## config.mk

```make
export PLATFORM = sky130hd
export DESIGN_NAME = key_repeat_debouncer_flat
export DESIGN_NICKNAME = d
export VERILOG_FILES = /design/src/rtl/key_repeat_debouncer_if.sv /design/src/rtl/key_repeat_debouncer.sv /design/src/flat_wrapper.sv
export SDC_FILE = /design/constraint.sdc
export NUM_CORES = 1
export LEC_CHECK = 0
export BUFFER_PORTS_ARGS = -buffer_cell sky130_fd_sc_hd__buf_4
export CORE_MARGIN = 2
export CORE_UTILIZATION = 28
export DETAILED_ROUTE_END_ITERATION = 7
export GPL_TIMING_DRIVEN = 0
export PLACE_DENSITY = 0.48
export SYNTH_ARGS = -nofsm -noshare
export SYNTH_HDL_FRONTEND = slang
export SYNTH_SLANG_ARGS = --single-unit
export TNS_END_PERCENT = 1
```

## constraint.sdc

```tcl
create_clock -name clk -period 4.95 [get_ports clk]
set_input_delay 0.7425 -clock clk [delete_from_list [all_inputs] [get_ports clk]]
set_output_delay 0.7425 -clock clk [all_outputs]
set_load 0.05 [all_outputs]
```

## src/rtl/key_repeat_debouncer_if.sv

```systemverilog
// key_repeat_debouncer_if
//   Button bus between the board inputs and the debouncer.
//   raw            : asynchronous button inputs, active high (master -> slave)
//   level          : debounced button state
//   press_pulse    : 1-cycle pulse on a debounced rising edge
//   release_pulse  : 1-cycle pulse on a debounced falling edge
//   repeat_pulse   : 1-cycle typematic pulse while a button is held
interface key_repeat_debouncer_if #(
    parameter int N_CH = 4
);
    logic [N_CH-1:0] raw;
    logic [N_CH-1:0] level;
    logic [N_CH-1:0] press_pulse;
    logic [N_CH-1:0] release_pulse;
    logic [N_CH-1:0] repeat_pulse;

    modport master (
        output raw,
        input  level, press_pulse, release_pulse, repeat_pulse
    );

    modport slave (
        input  raw,
        output level, press_pulse, release_pulse, repeat_pulse
    );
endinterface

```

## src/rtl/key_repeat_debouncer.sv

```systemverilog
// key_repeat_debouncer
//   N-channel push-button conditioner: per-channel 2-FF synchroniser, one shared
//   sample prescaler, N-sample stability filter and typematic auto-repeat.
//   clk  : system clock
//   rst  : synchronous active-high reset
//   bus  : key_repeat_debouncer_if.slave (raw in; level/press/release/repeat out)

// One button channel: sync, filter, edge detect, repeat FSM.
module key_repeat_debouncer_ch #(
    parameter int STABLE_SAMPLES = 4,
    parameter int REPEAT_DELAY   = 40,
    parameter int REPEAT_RATE    = 8,
    parameter bit REP_EN         = 1'b1
) (
    input  logic clk,
    input  logic rst,
    input  logic tick_i,
    input  logic raw_i,
    output logic level_o,
    output logic press_o,
    output logic release_o,
    output logic repeat_o
);
    localparam int CNT_W  = $clog2(STABLE_SAMPLES) + 1;
    localparam int RMAX   = (REPEAT_DELAY > REPEAT_RATE) ? REPEAT_DELAY : REPEAT_RATE;
    localparam int RCNT_W = $clog2(RMAX) + 1;

    typedef enum logic [1:0] {S_IDLE, S_DELAY, S_REPEAT} state_t;

    logic              s1_q, s2_q;
    logic [CNT_W-1:0]  cnt_q;
    logic              level_q, level_d, level_dly_q;
    state_t            state_q;
    logic [RCNT_W-1:0] rcnt_q;
    logic              rep_q;
    logic              flip;

    // Level flips on the STABLE_SAMPLES-th consecutive disagreeing sample.
    assign flip    = tick_i && (s2_q != level_q) && (cnt_q == CNT_W'(STABLE_SAMPLES - 1));
    assign level_d = flip ? s2_q : level_q;

    assign level_o   = level_q;
    assign press_o   = level_q & ~level_dly_q;
    assign release_o = ~level_q & level_dly_q;
    assign repeat_o  = rep_q;

    always_ff @(posedge clk) begin
        if (rst) begin
            s1_q        <= 1'b0;
            s2_q        <= 1'b0;
            cnt_q       <= '0;
            level_q     <= 1'b0;
            level_dly_q <= 1'b0;
        end else begin
            s1_q        <= raw_i;
            s2_q        <= s1_q;
            level_q     <= level_d;
            level_dly_q <= level_q;
            if (tick_i) begin
                if (s2_q == level_q || flip) cnt_q <= '0;
                else                         cnt_q <= cnt_q + 1'b1;
            end
        end
    end

    // The FSM looks at the next level so that the tick which clears the
    // level cannot also emit a repeat (which would land on the release cycle).
    always_ff @(posedge clk) begin
        if (rst) begin
            state_q <= S_IDLE;
            rcnt_q  <= '0;
            rep_q   <= 1'b0;
        end else begin
            rep_q <= 1'b0;
            if (!level_d) begin
                state_q <= S_IDLE;
                rcnt_q  <= '0;
            end else begin
                case (state_q)
                    S_IDLE: begin
                        if (press_o && REP_EN) begin
                            state_q <= S_DELAY;
                            rcnt_q  <= '0;
                        end
                    end
                    S_DELAY: begin
                        if (tick_i) begin
                            if (rcnt_q == RCNT_W'(REPEAT_DELAY - 1)) begin
                                rep_q   <= 1'b1;
                                rcnt_q  <= '0;
                                state_q <= S_REPEAT;
                            end else begin
                                rcnt_q <= rcnt_q + 1'b1;
                            end
                        end
                    end
                    S_REPEAT: begin
                        if (tick_i) begin
                            if (rcnt_q == RCNT_W'(REPEAT_RATE - 1)) begin
                                rep_q  <= 1'b1;
                                rcnt_q <= '0;
                            end else begin
                                rcnt_q <= rcnt_q + 1'b1;
                            end
                        end
                    end
                    default: begin
                        state_q <= S_IDLE;
                        rcnt_q  <= '0;
                    end
                endcase
            end
        end
    end
endmodule

module key_repeat_debouncer #(
    parameter int              N_CH           = 4,
    parameter int              SAMPLE_DIV     = 12500,
    parameter int              STABLE_SAMPLES = 4,
    parameter int              REPEAT_DELAY   = 40,
    parameter int              REPEAT_RATE    = 8,
    parameter logic [N_CH-1:0] REPEAT_EN      = '1
) (
    input  logic                  clk,
    input  logic                  rst,
    key_repeat_debouncer_if.slave bus
);
    localparam int DIV_W = $clog2(SAMPLE_DIV);

    logic [DIV_W-1:0] div_q;
    logic             tick;

    // Shared prescaler: one sample tick every SAMPLE_DIV cycles.
    assign tick = (div_q == DIV_W'(SAMPLE_DIV - 1));

    always_ff @(posedge clk) begin
        if (rst)       div_q <= '0;
        else if (tick) div_q <= '0;
        else           div_q <= div_q + 1'b1;
    end

    for (genvar i = 0; i < N_CH; i++) begin : g_ch
        key_repeat_debouncer_ch #(
            .STABLE_SAMPLES (STABLE_SAMPLES),
            .REPEAT_DELAY   (REPEAT_DELAY),
            .REPEAT_RATE    (REPEAT_RATE),
            .REP_EN         (REPEAT_EN[i])
        ) u_ch (
            .clk       (clk),
            .rst       (rst),
            .tick_i    (tick),
            .raw_i     (bus.raw[i]),
            .level_o   (bus.level[i]),
            .press_o   (bus.press_pulse[i]),
            .release_o (bus.release_pulse[i]),
            .repeat_o  (bus.repeat_pulse[i])
        );
    end
endmodule
```

## src/flat_wrapper.sv

```systemverilog
// flat-port wrapper written by rule: the top's interface ports become plain ports
module key_repeat_debouncer_flat 
#(
    parameter int              N_CH           = 4,
    parameter int              SAMPLE_DIV     = 12500,
    parameter int              STABLE_SAMPLES = 4,
    parameter int              REPEAT_DELAY   = 40,
    parameter int              REPEAT_RATE    = 8,
    parameter logic [N_CH-1:0] REPEAT_EN      = '1
)
  (clk, rst, bus_raw, bus_level, bus_press_pulse, bus_release_pulse, bus_repeat_pulse);
  key_repeat_debouncer_if #(.N_CH(N_CH)) bus_i ();
  input  logic clk;
  input  logic rst;
  input wire logic [$bits(bus_i.raw)-1:0] bus_raw;
  output wire logic [$bits(bus_i.level)-1:0] bus_level;
  output wire logic [$bits(bus_i.press_pulse)-1:0] bus_press_pulse;
  output wire logic [$bits(bus_i.release_pulse)-1:0] bus_release_pulse;
  output wire logic [$bits(bus_i.repeat_pulse)-1:0] bus_repeat_pulse;
  assign bus_i.raw = bus_raw;
  assign bus_level = bus_i.level;
  assign bus_press_pulse = bus_i.press_pulse;
  assign bus_release_pulse = bus_i.release_pulse;
  assign bus_repeat_pulse = bus_i.repeat_pulse;
  key_repeat_debouncer #(.N_CH(N_CH), .SAMPLE_DIV(SAMPLE_DIV), .STABLE_SAMPLES(STABLE_SAMPLES), .REPEAT_DELAY(REPEAT_DELAY), .REPEAT_RATE(REPEAT_RATE), .REPEAT_EN(REPEAT_EN)) u_core (.clk(clk), .rst(rst), .bus(bus_i));
endmodule
```

After elaboration in Yosys (flattened, before gate mapping)

Index checks and enable logic that the tools add are counted.

Register bits: 82
Input port bits: 6
Output and inout bits: 16
Logic and storage cells: 208

$add $sub $neg: 9
Equality and inequality tests: 45
Muxes and demuxes: 68
Bitwise logic cells: 24
Reductions and logical operators: 29

Operator list:

| cell                                          | number |
|---|---|
| two-way mux 7 bit                             | 20 |
| case mux 7 bit (3 select lines)               | 4 |
| adder 7 x 1 -> 7 bit, second input constant   | 4 |
| == test 7 x 3 -> 1 bit, second input constant | 4 |
| == test 7 x 6 -> 1 bit, second input constant | 4 |
| two-way mux 2 bit                             | 12 |
| case mux 2 bit (3 select lines)               | 4 |
| two-way mux 1 bit                             | 20 |
| != test 2 bit, second input constant          | 10 |
| inverter 1 bit                                | 16 |
| AND reduction 4 bit                           | 4 |
| adder 14 x 1 -> 14 bit, second input constant | 1 |
| == test 14 bit, second input constant         | 1 |
| adder 3 x 1 -> 3 bit, second input constant   | 4 |
| == test 3 x 2 -> 1 bit, second input constant | 4 |
| two-way mux 3 bit                             | 4 |
| != test 2 x 1 -> 1 bit, second input constant | 6 |
| AND reduction 3 bit                           | 4 |
| OR reduction 2 bit                            | 5 |
| bitwise AND 1 bit                             | 8 |
| == test 2 x 1 -> 1 bit, second input constant | 4 |
| == test 2 bit, second input constant          | 4 |
| logical AND 1 bit                             | 8 |
| zero test 2 bit                               | 4 |
| other kinds (4)                               | 16 |

Longest topological paths before layout

Gate-level depths: netlist (run 1).

Depth in word-level cells: 6
Depth in mapped cells: 8
Gate-level depth less buffers: 7

Cells and area by module

Synthesis (run 1) repeated with hierarchy kept, for this count alone.

Cell total of the unflattened synthesis: 479
Area total of the unflattened synthesis: 4331.7 µm²

By module, submodules not included:

| module                                             | instances | cells an instance | area each (µm²) | sequential area each (µm²) |
|---|---|---|---|---|
| key_repeat_debouncer_ch at u_core.g_ch[2].u_ch ... | 2         | 104               | 927.1           | 340.3 |
| key_repeat_debouncer_ch at u_core.g_ch[1].u_ch     | 1         | 99                | 918.4           | 340.3 |
| key_repeat_debouncer_ch at u_core.g_ch[0].u_ch     | 1         | 99                | 909.6           | 340.3 |
| key_repeat_debouncer                               | 1         | 73                | 649.4           | 280.3 |

Worst setup path after synthesis (run 1)

Ideal clock, no wire load.

Path type: register -> register
Start: register u_core.div_q[0]
End: register u_core.g_ch[2].u_ch.rcnt_q[5]
Library setup time: 0.080 ns
Arrival: 1.970 ns
Required time: 4.870 ns
Setup slack: 2.900 ns
Stages on the path, launching flop included: 9
Path buffers: 2
Period minus slack after synthesis: 2.050 ns
Path through: dfxtp_1 ha_1 and3_1 and4_1 buf_6 o21ai_2 buf_6 or4_1 a31oi_1

Longest elaborated chain between the ends: 6
Elaborated cells between the ends (all ways): 9
Those cells by class: eq/ne: 3; mux: 1; bitwise: 1; reduce/logical: 4

Ends and longest elaborated chain:

| what                            | RTL line                    | text |
|---|---|---|
| start, declared                 | key_repeat_debouncer.sv:131 | `logic [DIV_W-1:0] div_q;` |
| start signal, assigned          | key_repeat_debouncer.sv:140 | `else div_q <= div_q + 1'b1;` |
| == test 14 bit *                | key_repeat_debouncer.sv:135 | `assign tick = (div_q == DIV_W'(SAMPLE_DIV - 1));` |
| logical AND 1 bit (2 in series) | key_repeat_debouncer.sv:39  | `assign flip = tick_i && (s2_q != level_q) && (cnt_q == CNT_W'(STABLE_SAMPLES - 1));` |
| two-way mux 1 bit               | key_repeat_debouncer.sv:40  | `assign level_d = flip ? s2_q : level_q;` |
| inverter 1 bit (no line)        | --                          |  |
| OR reduction 2 bit (no line)    | --                          |  |
| end signal, assigned            | key_repeat_debouncer.sv:93  | `rcnt_q <= rcnt_q + 1'b1;` |
| end signal, assigned            | key_repeat_debouncer.sv:103 | `rcnt_q <= rcnt_q + 1'b1;` |
| end, declared                   | key_repeat_debouncer.sv:34  | `logic [RCNT_W-1:0] rcnt_q;` |

Mark *: on every way between the ends. The rest lies on a longest branch, timed or not.
A chain may end at the register's enable or synchronous reset.

Final worst setup path (run 1)

Start: register u_core.div_q[0]
End: register u_core.g_ch[0].u_ch.state_q[1]

Longest elaborated chain between the ends: 6
Elaborated cells between the ends (all ways): 8
Those cells by class: eq/ne: 2; mux: 1; bitwise: 1; reduce/logical: 4

Ends and longest elaborated chain:

| what                            | RTL line                    | text |
|---|---|---|
| == test 14 bit *                | key_repeat_debouncer.sv:135 |  |
| logical AND 1 bit (2 in series) | key_repeat_debouncer.sv:39  |  |
| two-way mux 1 bit               | key_repeat_debouncer.sv:40  |  |
| inverter 1 bit (no line)        | --                          |  |
| OR reduction 2 bit (no line)    | --                          |  |
| end signal, assigned            | key_repeat_debouncer.sv:70  | `state_q <= S_IDLE;` |
| end signal, assigned            | key_repeat_debouncer.sv:76  | `state_q <= S_IDLE;` |
| end signal, assigned            | key_repeat_debouncer.sv:82  | `state_q <= S_DELAY;` |
| end, declared                   | key_repeat_debouncer.sv:33  | `state_t state_q;` |

Marks and branches as above.

==> results.tsv, run 1 <==
stage	metric	value	unit
clock_tree	cts.htree.levels	3	
outcome	status	finished clean	
clock_tree	clk_pin_slew	0.06	ns
clock_tree	insertion_delay	0.34	ns
drt	wire_per_inst	12.28	um
timing	hold_violations	0	
yosys	synth_fp_nets	545	
timing	worst_slack	2.485	ns
power_and_ir_drop	p_leak	1.815	nW
yosys	synth-simple-area-share	28.03	%
yosys	ys_async_sr_fraction	0	%
yosys	ys_types	49	
timing	drv_slew	0	
worst_setup_path	cp.arrival	2.71	ns
clock_tree	cts_tree	yes	
drt	drt_pass1_iterations	4	
yosys	synthAdderAreaFrac	7.679	%
worst_setup_path	cp_max_fo	10	
yosys	synth_top_family_by_area	simple AND/OR/NAND/NOR gates	
timing	slew_headroom	35.99	%
worst_setup_path	crit_required	5.19	ns
finish	final-seq-area	1642	um^2
finish	final_common_cell	dfxtp_1	
timing	rsz0062_at_grt	no	
worst_setup_path	startpoint_type	flip-flop	
timing	period_share	49.80	%
drt	dr_total_vias	3512	
timing	min_period	2.465	ns
finish	drive_above_1_share	11.29	%
floorplan	ios	22	
yosys	synthFlopType	dfxtp_1	
grt	grt_antenna_before_repair	0	
worst_setup_path	cp_num_cells	7	
run	max_cap_violations	0	
clock_tree	cts_buffers	9	
drt	drc_errors	0	
finish	area_growth	15.68	%
power_and_ir_drop	total_power	1.329	mW
clock_tree	clock_sinks	82	
clock_tree	clockRootBuffer	clkbuf_16	
drt	initialDrtViolationCount	214	
hold_path	hold_path_class	flip-flop to flip-flop	
yosys	netlist_area	4237	um^2
floorplan	die_x	127.0	um
hold_path	hold_depth	1	
place	placed_cell_area	4617	um^2
worst_setup_path	slowest_stage	a41oi_1	
clock_tree	postCtsSetupBuffers	0	
floorplan	initial_core_util	28.93	%
drt	drt_wl_total	8999	um
yosys	synth_compound_area_share	13.59	%
place	post-place-ws	2.335	ns
drt	antenna_left	0	
worst_setup_path	critPathTopFamily	compound AO/OA/AOI/OAI gates	
worst_setup_path	cp-end-kind	flip-flop	
floorplan	die_area	16130	um^2
yosys	syn_area_per_cell	8.258	um^2
worst_setup_path	cp_cell_sequence	ha_1 > and3_1 > and4_1 > buf_6 > buf_2 > a41oi_1 > a211oi_1	
worst_setup_path	rr_worst_depth	7	
timing	max_freq	0.4056	GHz
timing	setup-tns-final	0	ns
worst_setup_path	worst-path-buf-inv	2	
finish	layout.nets	576	
timing	worst_pin_slew	0.9476	ns
yosys	synthCells	513	
grt	gr-total-overflow	0	
yosys	muxShareOfSynthArea	0.5021	%
yosys	yosys_register_bits	82	
yosys	synth_edf_count	0	
floorplan	core	14640	um^2
grt	grt_pass1_wl	15650	um
clock_tree	postCtsHoldBufs	0	
grt	grt_pass1_vias	3337	
clock_tree	post_cts_resized	0	
power_and_ir_drop	ir_worst_vdd	0.0001608	V
worst_setup_path	critPathMaxStageDelay	0.44	ns
place	place_congestion	0.7779	
finish	final_cell_mix	dfxtp_1, nor2_1, nand2_1, a21oi_1, buf_4	
finish	finalInstanceArea	4901	um^2
yosys	ys_warn_count	0	
power_and_ir_drop	power.density	271.2	nW/um^2
clock_tree	cts_max_path_buffers	2	
grt	grt_usage	11.86	%
timing	final-setup-viol-count	0	
timing	fin_skew	0.002968	ns
grt	grt_start_max_net_pins	13	
finish	num-fill-cells	1536	
place	hpwl	6384	um
place	portBuffers	20	
finish	multi_input_area	2285	um^2
worst_setup_path	criticalPathCategory	flip-flop to flip-flop	
finish	diodes	0	
drt	via_per_inst	4.791	
yosys	ys_seq_area_share	38.75	%
yosys	synthXorXnorAreaFrac	4.135	%
floorplan	rows	44	
floorplan	die_h	127.0	um
==> worst paths after layout <==
path         slack, ns                        endpoint                     start
min reg2reg       0.43        u_core.g_ch[3].u_ch.s2_q  u_core.g_ch[3].u_ch.s1_q
min               0.43        u_core.g_ch[3].u_ch.s2_q  u_core.g_ch[3].u_ch.s1_q
max               2.48  u_core.g_ch[0].u_ch.state_q[1]           u_core.div_q[0]
max reg2reg       2.48  u_core.g_ch[0].u_ch.state_q[1]           u_core.div_q[0]
==> flip-flops by register name, summed over array words and instances, names as in the netlist <==
register,cells
u_core.div_q,14
u_core.g_ch.u_ch.cnt_q,12
u_core.g_ch.u_ch.level_dly_q,4
u_core.g_ch.u_ch.level_o,4
u_core.g_ch.u_ch.rcnt_q,28
u_core.g_ch.u_ch.repeat_o,4
u_core.g_ch.u_ch.s1_q,4
u_core.g_ch.u_ch.s2_q,4
u_core.g_ch.u_ch.state_q,8
==> kinds of logic (layout without fill, tap and decap cells) <==
group                    after synthesis  count (layout)
multiplexers                           2               2
AND/OR/NAND/NOR                      227             227
buffers and inverters                 62              98
AO/OA/AOI/OAI                         94              94
adder cells (fa/ha/maj)               26              26
flip-flops                            82              82
XOR/XNOR                              20              20
==> routing by layer <==
metal	GRT usage (%)	share of wire, %
met1	15.43	50
met4	5.171	1.5
met2	19.07	46
met5	0	0
met3	2.471	2.4
==> power by group <==
part	switching (mW)	internal (mW)	total (mW)
registers	0.00425	0.665	0.669
clock network	0.262	0.380	0.642
logic	0.0105	0.00718	0.0177
==> layout make-up <==
class / count / share of cell area [%]
tap: 184 / 4.697
buffer: 32 / 4.034
clock buffer: 14 / 5.591
inverter: 30 / 2.298
timing repair buffer: 20 / 3.064
multi-input combinational: 369 / 46.62
sequential: 82 / 33.49
clock inverter: 2 / 0.2042
==> cell usage after synthesis (all sizes together) (3+ instances only) <==
master / count / area, um^2
xor2: 16 / 140.1
nand4b: 5 / 43.79
nor3: 18 / 90.09
or3: 5 / 31.28
clkbuf: 12 / 45.04
a31oi: 10 / 62.56
a21oi: 38 / 190.2
nor2: 53 / 198.9
xnor2: 4 / 35.03
nand4: 7 / 43.79
inv: 30 / 112.6
dfxtp: 82 / 1642
a2bb2oi: 4 / 35.03
buf: 20 / 152.7
o21ai: 19 / 102.6
or2: 4 / 25.02
nand2: 38 / 142.6
a41oi: 3 / 26.28
nand2b: 6 / 37.54
nor4b: 3 / 32.53
nand3: 35 / 175.2
a21o: 4 / 30.03
a211oi: 5 / 37.54
nor2b: 20 / 125.1
or4: 11 / 82.58
a21boi: 3 / 22.52
ha: 26 / 325.3
and3: 9 / 56.30
==> per-stage QoR <==
stage                     util [%]  hold slack, ns  std cells
after floorplan                  -          0.4138        513
after global placement       31.53          0.4215        717
after detailed placement     31.53          0.4204        717
after CTS                    33.47          0.4337        733
after global routing         33.47          0.4534        733
final                        33.47          0.4321        733
==> worst reg2reg max path: stages, from the launching register on <==
cell	delay, ns
dfxtp_1	0.41
ha_1	0.27
and3_1	0.26
and4_1	0.23
buf_6	0.17
buf_2	0.29
a41oi_1	0.44
a211oi_1	0.31
(Power assumes the default switching activity.)
==> run 2: changes to the inputs <==
==> constraint.sdc (replaced) <==
create_clock -name clk -period 2.4 [get_ports clk]
set_input_delay 0.36 -clock clk [delete_from_list [all_inputs] [get_ports clk]]
set_output_delay 0.36 -clock clk [all_outputs]
set_load 0.05 [all_outputs]
==> run 2 against run 1 <==
  * Sequential share of layout area is 0.20 points lower
  * Clock skew barely moved
  * Clock power increased by 110%
  * Sequential power grew 110%
  * Non-clock buffer count unchanged
  * Cell area rose by 0.69%
  * Worst hold slack lost 0.19 ns
  * Setup slack worse by 2.3 ns
  * Sequential cell count is the same
  * Via count rose by 0.51%
  * Utilization is 0.23 points higher
  * Critical path type unchanged
  * Critical endpoint is now u_core.g_ch[2].u_ch.rcnt_q[5]
==> results.tsv, run 2 (same netlist as run 1, synthesis figures left out) <==
stage	metric	value	unit	change
finish	largest_register_ffs	28		unchanged
drt	drc_errors	0		unchanged
timing	rsz0062_at_grt	no		
timing	worst_pin_slew	0.8669	ns	-0.08077 ns
timing	period_share	92.33	%	+43 points
clock_tree	clk_pin_slew	0.06	ns	about the same
clock_tree	insertion_delay	0.33	ns	about the same
place	portBuffers	20		unchanged
finish	stdcell_count	733		unchanged
hold_path	hold_path_class	primary input to flip-flop		
finish	final_cell_mix	dfxtp_1, nor2_1, nand2_1, a21oi_1, buf_4		
finish	regMostFlops	u_core.g_ch.u_ch.rcnt_q		
worst_setup_path	critPathTopFamily	simple AND/OR/NAND/NOR gates		
power_and_ir_drop	power.density	555.3	nW/um^2	+100%
floorplan	core	14640	um^2	unchanged
grt	grt_usage	11.87	%	about the same
timing	hold_violations	0		unchanged
worst_setup_path	critPathMaxStageDelay	0.49	ns	+0.05 ns
worst_setup_path	criticalPathCategory	flip-flop to flip-flop		
place	place_congestion	0.7779		unchanged
drt	drt_wl_total	9026	um	+0.30%
floorplan	rows	44		unchanged
clock_tree	postCtsHoldBufs	0		unchanged
finish	layout.nets	576		unchanged
finish	multi_input_area	2313	um^2	+1.3%
grt	grt_pass1_wl	15640	um	about the same
clock_tree	cts_buffers	9		unchanged
worst_setup_path	path_common_cell	buf_6		
finish	num-fill-cells	1535		-0.065%
worst_setup_path	slowest_stage	or4_1		
timing	setup-tns-final	0	ns	unchanged
place	dp.cells	717		unchanged
timing	max_freq	0.4513	GHz	+11%
drt	drt_pass1_iterations	4		unchanged
drt	initialDrtViolationCount	183		-14%
power_and_ir_drop	comb_power_share	1.4	%	about the same
clock_tree	cts.htree.levels	3		unchanged
power_and_ir_drop	p_int	2.172	mW	+110%
finish	drive_above_1_share	12.39	%	+1.1 points
worst_setup_path	crit_required	2.66	ns	-2.53 ns
floorplan	die_x	127.0	um	unchanged
clock_tree	clockRootBuffer	clkbuf_16		
power_and_ir_drop	switching_share	20.73	%	-0.11 points
drt	antenna_left	0		unchanged
timing	min_period	2.216	ns	-0.2492 ns
power_and_ir_drop	clock_power_share	48.1	%	-0.2 points
drt	via_per_inst	4.816		+0.51%
power_and_ir_drop	p_leak	1.817	nW	+0.13%
grt	grt_pass1_vias	3342		+0.15%
worst_setup_path	ff2ff_setup_slack	0.18	ns	-2.30 ns
clock_tree	cts_tree	yes		
drt	wl_met1	4468	um	-0.58%
clock_tree	clock_sinks	82		unchanged
worst_setup_path	worst-path-buf-inv	2		unchanged
grt	grt_antenna_before_repair	0		unchanged
timing	drv_slew	0		unchanged
finish	top_regs	u_core.g_ch.u_ch.rcnt_q (28), u_core.div_q (14), u_core.g_ch.u_ch.cnt_q (12)		
drt	route.met2.wl	4218	um	+1.5%
worst_setup_path	cp.arrival	2.47	ns	-0.24 ns
floorplan	ios	22		unchanged
timing	slew_headroom	41.40	%	+5.4 points
finish	diodes	0		unchanged
clock_tree	cts_max_path_buffers	2		unchanged
finish	final_common_cell	dfxtp_1		
finish	final-seq-area	1643	um^2	about the same
floorplan	die_area	16130	um^2	unchanged
power_and_ir_drop	switching_power	568.0	uW	+110%
power_and_ir_drop	p_seq_share	50.5	%	about the same
timing	final-setup-viol-count	0		unchanged
place	hpwl	6384	um	unchanged
floorplan	initial_core_util	28.93	%	unchanged
grt	gr-total-overflow	0		unchanged
power_and_ir_drop	ir_worst_vdd	0.0003324	V	+110%
floorplan	die_h	127.0	um	unchanged
drt	dr_wl_met3	211	um	-1.9%
worst_setup_path	cp-end-kind	flip-flop		
finish	area_growth	16.48	%	
power_and_ir_drop	total_power	2.740	mW	+110%
clock_tree	postCtsSetupBuffers	0		unchanged
worst_setup_path	cp_cell_sequence	ha_4 > and3_2 > and4_1 > buf_6 > o21ai_2 > buf_6 > or4_1 > a31oi_1		
drt	dr_total_vias	3530		+0.51%
timing	fin_skew	0.003148	ns	+0.0001808 ns
outcome	status	finished clean		
worst_setup_path	cp_max_fo	10		unchanged
run	max_cap_violations	0		unchanged
drt	wire_per_inst	12.31	um	+0.30%
drt	top_layer_used	met4		
grt	grt_start_max_net_pins	13		unchanged
worst_setup_path	startpoint_type	flip-flop		
-- run 2: timing repair --
| item | 4_1_cts | 5_1_grt |
|---|---|---|
| gates cloned | 0 | 0 |
| gates resized for setup | 3 | 6 |
| hold endpoints to repair | 0 | 0 |
| pin swaps | 0 | 0 |
| endpoints found under the setup margin | 30 | 44 |
-- run 2: power by group through the flow --
stage | sequential [mW] | combinational, mW | clock, mW
after floorplan | 1.41 | 0.0232 | 0
after global placement | 1.41 | 0.0365 | 0
after detailed placement | 1.41 | 0.0380 | 0
after CTS | 1.38 | 0.0386 | 1.38
after global routing | 1.38 | 0.0432 | 1.42
final | 1.38 | 0.0383 | 1.32
-- run 2: cell type report --
| cell class | instances | area share (%) |
|---|---|---|
| tap | 184 | 4.665 |
| timing repair buffer | 20 | 3.043 |
| inverter | 30 | 2.282 |
| buffer | 32 | 4.082 |
| clock inverter | 2 | 0.2028 |
| multi-input combinational | 369 | 46.88 |
| sequential | 82 | 33.29 |
| clock buffer | 14 | 5.553 |
-- run 2: metal layers --
layer | GRT usage, % | vias up
met1 | 15.38 | 1640
met5 | 0 | -
li1 | - | 1849
met2 | 19.17 | 33
met4 | 5.171 | 0
met3 | 2.471 | 8
-- run 2: through the flow --
stage	area [um^2]	worst slack (ns)	util [%]	hold WS [ns]
floorplan	4237	0.3503	-	0.4138
global placement	4617	-0.08624	31.53	0.4215
detailed placement	4617	-0.1242	31.53	0.4204
CTS	4917	0.02380	33.58	0.2230
global route	4935	0.01527	33.70	0.2321
finish	4935	0.1840	33.70	0.2398
-- run 2: worst paths after layout --
check	from	to	cells after the start
setup / recovery	u_core.div_q[1]	u_core.g_ch[2].u_ch.rcnt_q[5]	8
hold / removal	bus_raw[1]	u_core.g_ch[1].u_ch.s1_q	2
setup reg to reg	u_core.div_q[1]	u_core.g_ch[2].u_ch.rcnt_q[5]	8
hold reg to reg	u_core.g_ch[3].u_ch.s1_q	u_core.g_ch[3].u_ch.s2_q	1
-- run 2: worst register-to-register path, delay by kind of cell (launching register included) --
kind            cells  cell delay, ns
simple gates        3            0.93
fa+ha+maj           1            0.19
compound gates      2            0.28
flops               1            0.42
buf+inv             2            0.33
==> run 3: changes to the inputs <==
--- a/config.mk
+++ b/config.mk
@@ -10,7 +10,7 @@
 export CORE_UTILIZATION = 28
 export DETAILED_ROUTE_END_ITERATION = 7
 export GPL_TIMING_DRIVEN = 0
-export PLACE_DENSITY = 0.48
+export PLACE_DENSITY = 0.44
 export SYNTH_ARGS = -nofsm -noshare
 export SYNTH_HDL_FRONTEND = slang
 export SYNTH_SLANG_ARGS = --single-unit
==> run 3 against run 2 <==
  * Power fell by 2.1%
  * Register-to-register slack worse by 0.04 ns
  * Worst hold slack lost 0.0051 ns
  * Setup slack worse by 0.042 ns
  * Utilization down 0.13 points
  * Fmax fell by 1.9%
  * Largest cell class unchanged
==> results.tsv, run 3 (same netlist as run 1, synthesis figures left out) <==
stage	metric	value	unit	change
clock_tree	clk_pin_slew	0.06	ns	about the same
grt	grt_start_max_net_pins	13		unchanged
clock_tree	cts.htree.levels	3		unchanged
timing	hold_violations	0		unchanged
power_and_ir_drop	p_leak	1.805	nW	-0.68%
worst_setup_path	rr_worst_depth	8		unchanged
finish	final_common_cell	dfxtp_1		
worst_setup_path	path_common_cell	buf_6		
grt	gr-total-overflow	0		unchanged
finish	utilization	33.57	%	-0.13 points
power_and_ir_drop	total_power	2.683	mW	-2.1%
finish	layout.nets	576		unchanged
grt	grt_antenna_before_repair	0		unchanged
finish	largest_register_ffs	28		unchanged
drt	wire_per_inst	12.39	um	+0.58%
place	place_congestion	0.7629		-1.9%
clock_tree	postCtsHoldBufs	0		unchanged
worst_setup_path	criticalPathCategory	flip-flop to flip-flop		
worst_setup_path	cp_cell_sequence	ha_2 > and3_2 > and4_1 > buf_6 > o21ai_2 > buf_6 > or4_1 > a31oi_1		
finish	diodes	0		unchanged
clock_tree	post_cts_resized	4		+1
timing	rsz0062_at_grt	no		
worst_setup_path	slowest_stage	or4_1		
grt	grt_pass1_wl	15780	um	+0.93%
power_and_ir_drop	ir_worst_vdd	0.0002544	V	-23%
outcome	status	finished clean		
clock_tree	cts_max_path_buffers	2		unchanged
place	portBuffers	20		unchanged
hold_path	hold_path_class	primary input to flip-flop		
drt	drt_wl_total	9066	um	+0.44%
timing	worst_pin_slew	0.9227	ns	+0.05581 ns
floorplan	rows	44		unchanged
floorplan	initial_core_util	28.93	%	unchanged
timing	min_period	2.258	ns	+0.04216 ns
worst_setup_path	cp-endpoint	u_core.g_ch[2].u_ch.rcnt_q[5]		
timing	fin_skew	0.007532	ns	+0.004383 ns
place	hpwl	6376	um	-0.13%
worst_setup_path	cp.arrival	2.52	ns	+0.05 ns
grt	grt_usage	12.03	%	+0.16 points
finish	final_cell_mix	dfxtp_1, nor2_1, nand2_1, a21oi_1, buf_4		
finish	num-fill-cells	1551		+1.0%
clock_tree	cts_buffers	9		unchanged
worst_setup_path	cp-end-kind	flip-flop		
finish	top_regs	u_core.g_ch.u_ch.rcnt_q (28), u_core.div_q (14), u_core.g_ch.u_ch.cnt_q (12)		
clock_tree	insertion_delay	0.34	ns	about the same
timing	slew_headroom	37.62	%	-3.8 points
drt	dr_total_vias	3536		+0.17%
timing	whs	0.2347	ns	-0.005062 ns
worst_setup_path	critPathLaunch	u_core.div_q[1]		
clock_tree	cts_tree	yes		
grt	grt_pass1_vias	3354		+0.36%
worst_setup_path	critPathMaxStageDelay	0.49	ns	about the same
worst_setup_path	startpoint_type	flip-flop		
floorplan	ios	22		unchanged
drt	drc_errors	0		unchanged
drt	dr_wl_met3	217	um	+2.8%
timing	max_freq	0.4428	GHz	-1.9%
drt	top_layer_used	met4		
worst_setup_path	r2r-end	u_core.g_ch[2].u_ch.rcnt_q[5]		
finish	drive_above_1_share	12.04	%	-0.34 points
timing	drv_slew	0		unchanged
worst_setup_path	crit_required	2.66	ns	about the same
drt	initialDrtViolationCount	250		+37%
clock_tree	postCtsSetupBuffers	0		unchanged
finish	regMostFlops	u_core.g_ch.u_ch.rcnt_q		
hold_path	hold_depth	2		unchanged
clock_tree	clock_sinks	82		unchanged
run	max_cap_violations	0		unchanged
worst_setup_path	ff2ff_setup_slack	0.14	ns	-0.04 ns
drt	wl_met1	4577	um	+2.4%
power_and_ir_drop	power.density	545.8	nW/um^2	-1.7%
hold_path	hp-start	bus_raw[3]		
drt	antenna_left	0		unchanged
timing	final-setup-viol-count	0		unchanged
drt	route.met2.wl	4074	um	-3.4%
timing	period_share	94.09	%	+1.8 points
drt	drt_pass1_iterations	4		unchanged
clock_tree	clockRootBuffer	clkbuf_16		
floorplan	die_x	127.0	um	unchanged
drt	via_per_inst	4.831		+0.31%
floorplan	die_area	16130	um^2	unchanged
finish	area_growth	16.04	%	
worst_setup_path	r2r-start	u_core.div_q[1]		
floorplan	core	14640	um^2	unchanged
worst_setup_path	cp_max_fo	10		unchanged
floorplan	die_h	127.0	um	unchanged
## run 3: critical path: cells and delay by family, from the launching register on
family | cells | cell delay (ns)
AO/OA/AOI/OAI | 2 | 0.29
adder cells (fa/ha/maj) | 1 | 0.24
buffers and inverters | 2 | 0.33
flip-flops | 1 | 0.38
AND/OR/NAND/NOR | 3 | 0.94
## run 3: power by group
part | internal, mW | switching, mW | leakage (nW)
clock network | 0.725 | 0.540 | 0.130
logic | 0.0152 | 0.0221 | 1.01
registers | 1.37 | 0.00900 | 0.663
## run 3: per-stage QoR
step	area, um^2	cells	setup TNS (ns)	setup slack, ns
finish	4916	732	0	0.1418
global route	4916	732	0	0.02596
CTS	4908	732	0	0.01927
detailed placement	4617	717	-2.615	-0.2025
global placement	4617	717	-2.272	-0.1490
floorplan	4237	513	0	0.3503
## run 3: routing by layer
layer  global-route usage (%)  up-vias
met3                    2.219       13
met5                        0        -
li1                         -     1857
met4                    6.012        0
met2                    18.91       34
met1                    15.88     1632
## run 3: worst min-delay path by stage
stage	endpoint
after global routing	u_core.g_ch[2].u_ch.s1_q
after floorplan	u_core.g_ch[0].u_ch.s2_q
final	u_core.g_ch[3].u_ch.s1_q
after detailed placement	u_core.g_ch[2].u_ch.s2_q
after CTS	u_core.g_ch[3].u_ch.s1_q
after global placement	u_core.g_ch[2].u_ch.s2_q
## run 3: cell type report
cell class	instances	area (um^2)	area share (%)
repair buffers	20	150.1	3.054
plain buffers	32	201.4	4.098
multi-input cells	369	2315	47.09
clock buffers	13	250.2	5.090
clock inverters	2	13.76	0.2800
flip-flops and latches	82	1643	33.42
well taps	184	230.2	4.683
inverters	30	112.6	2.291
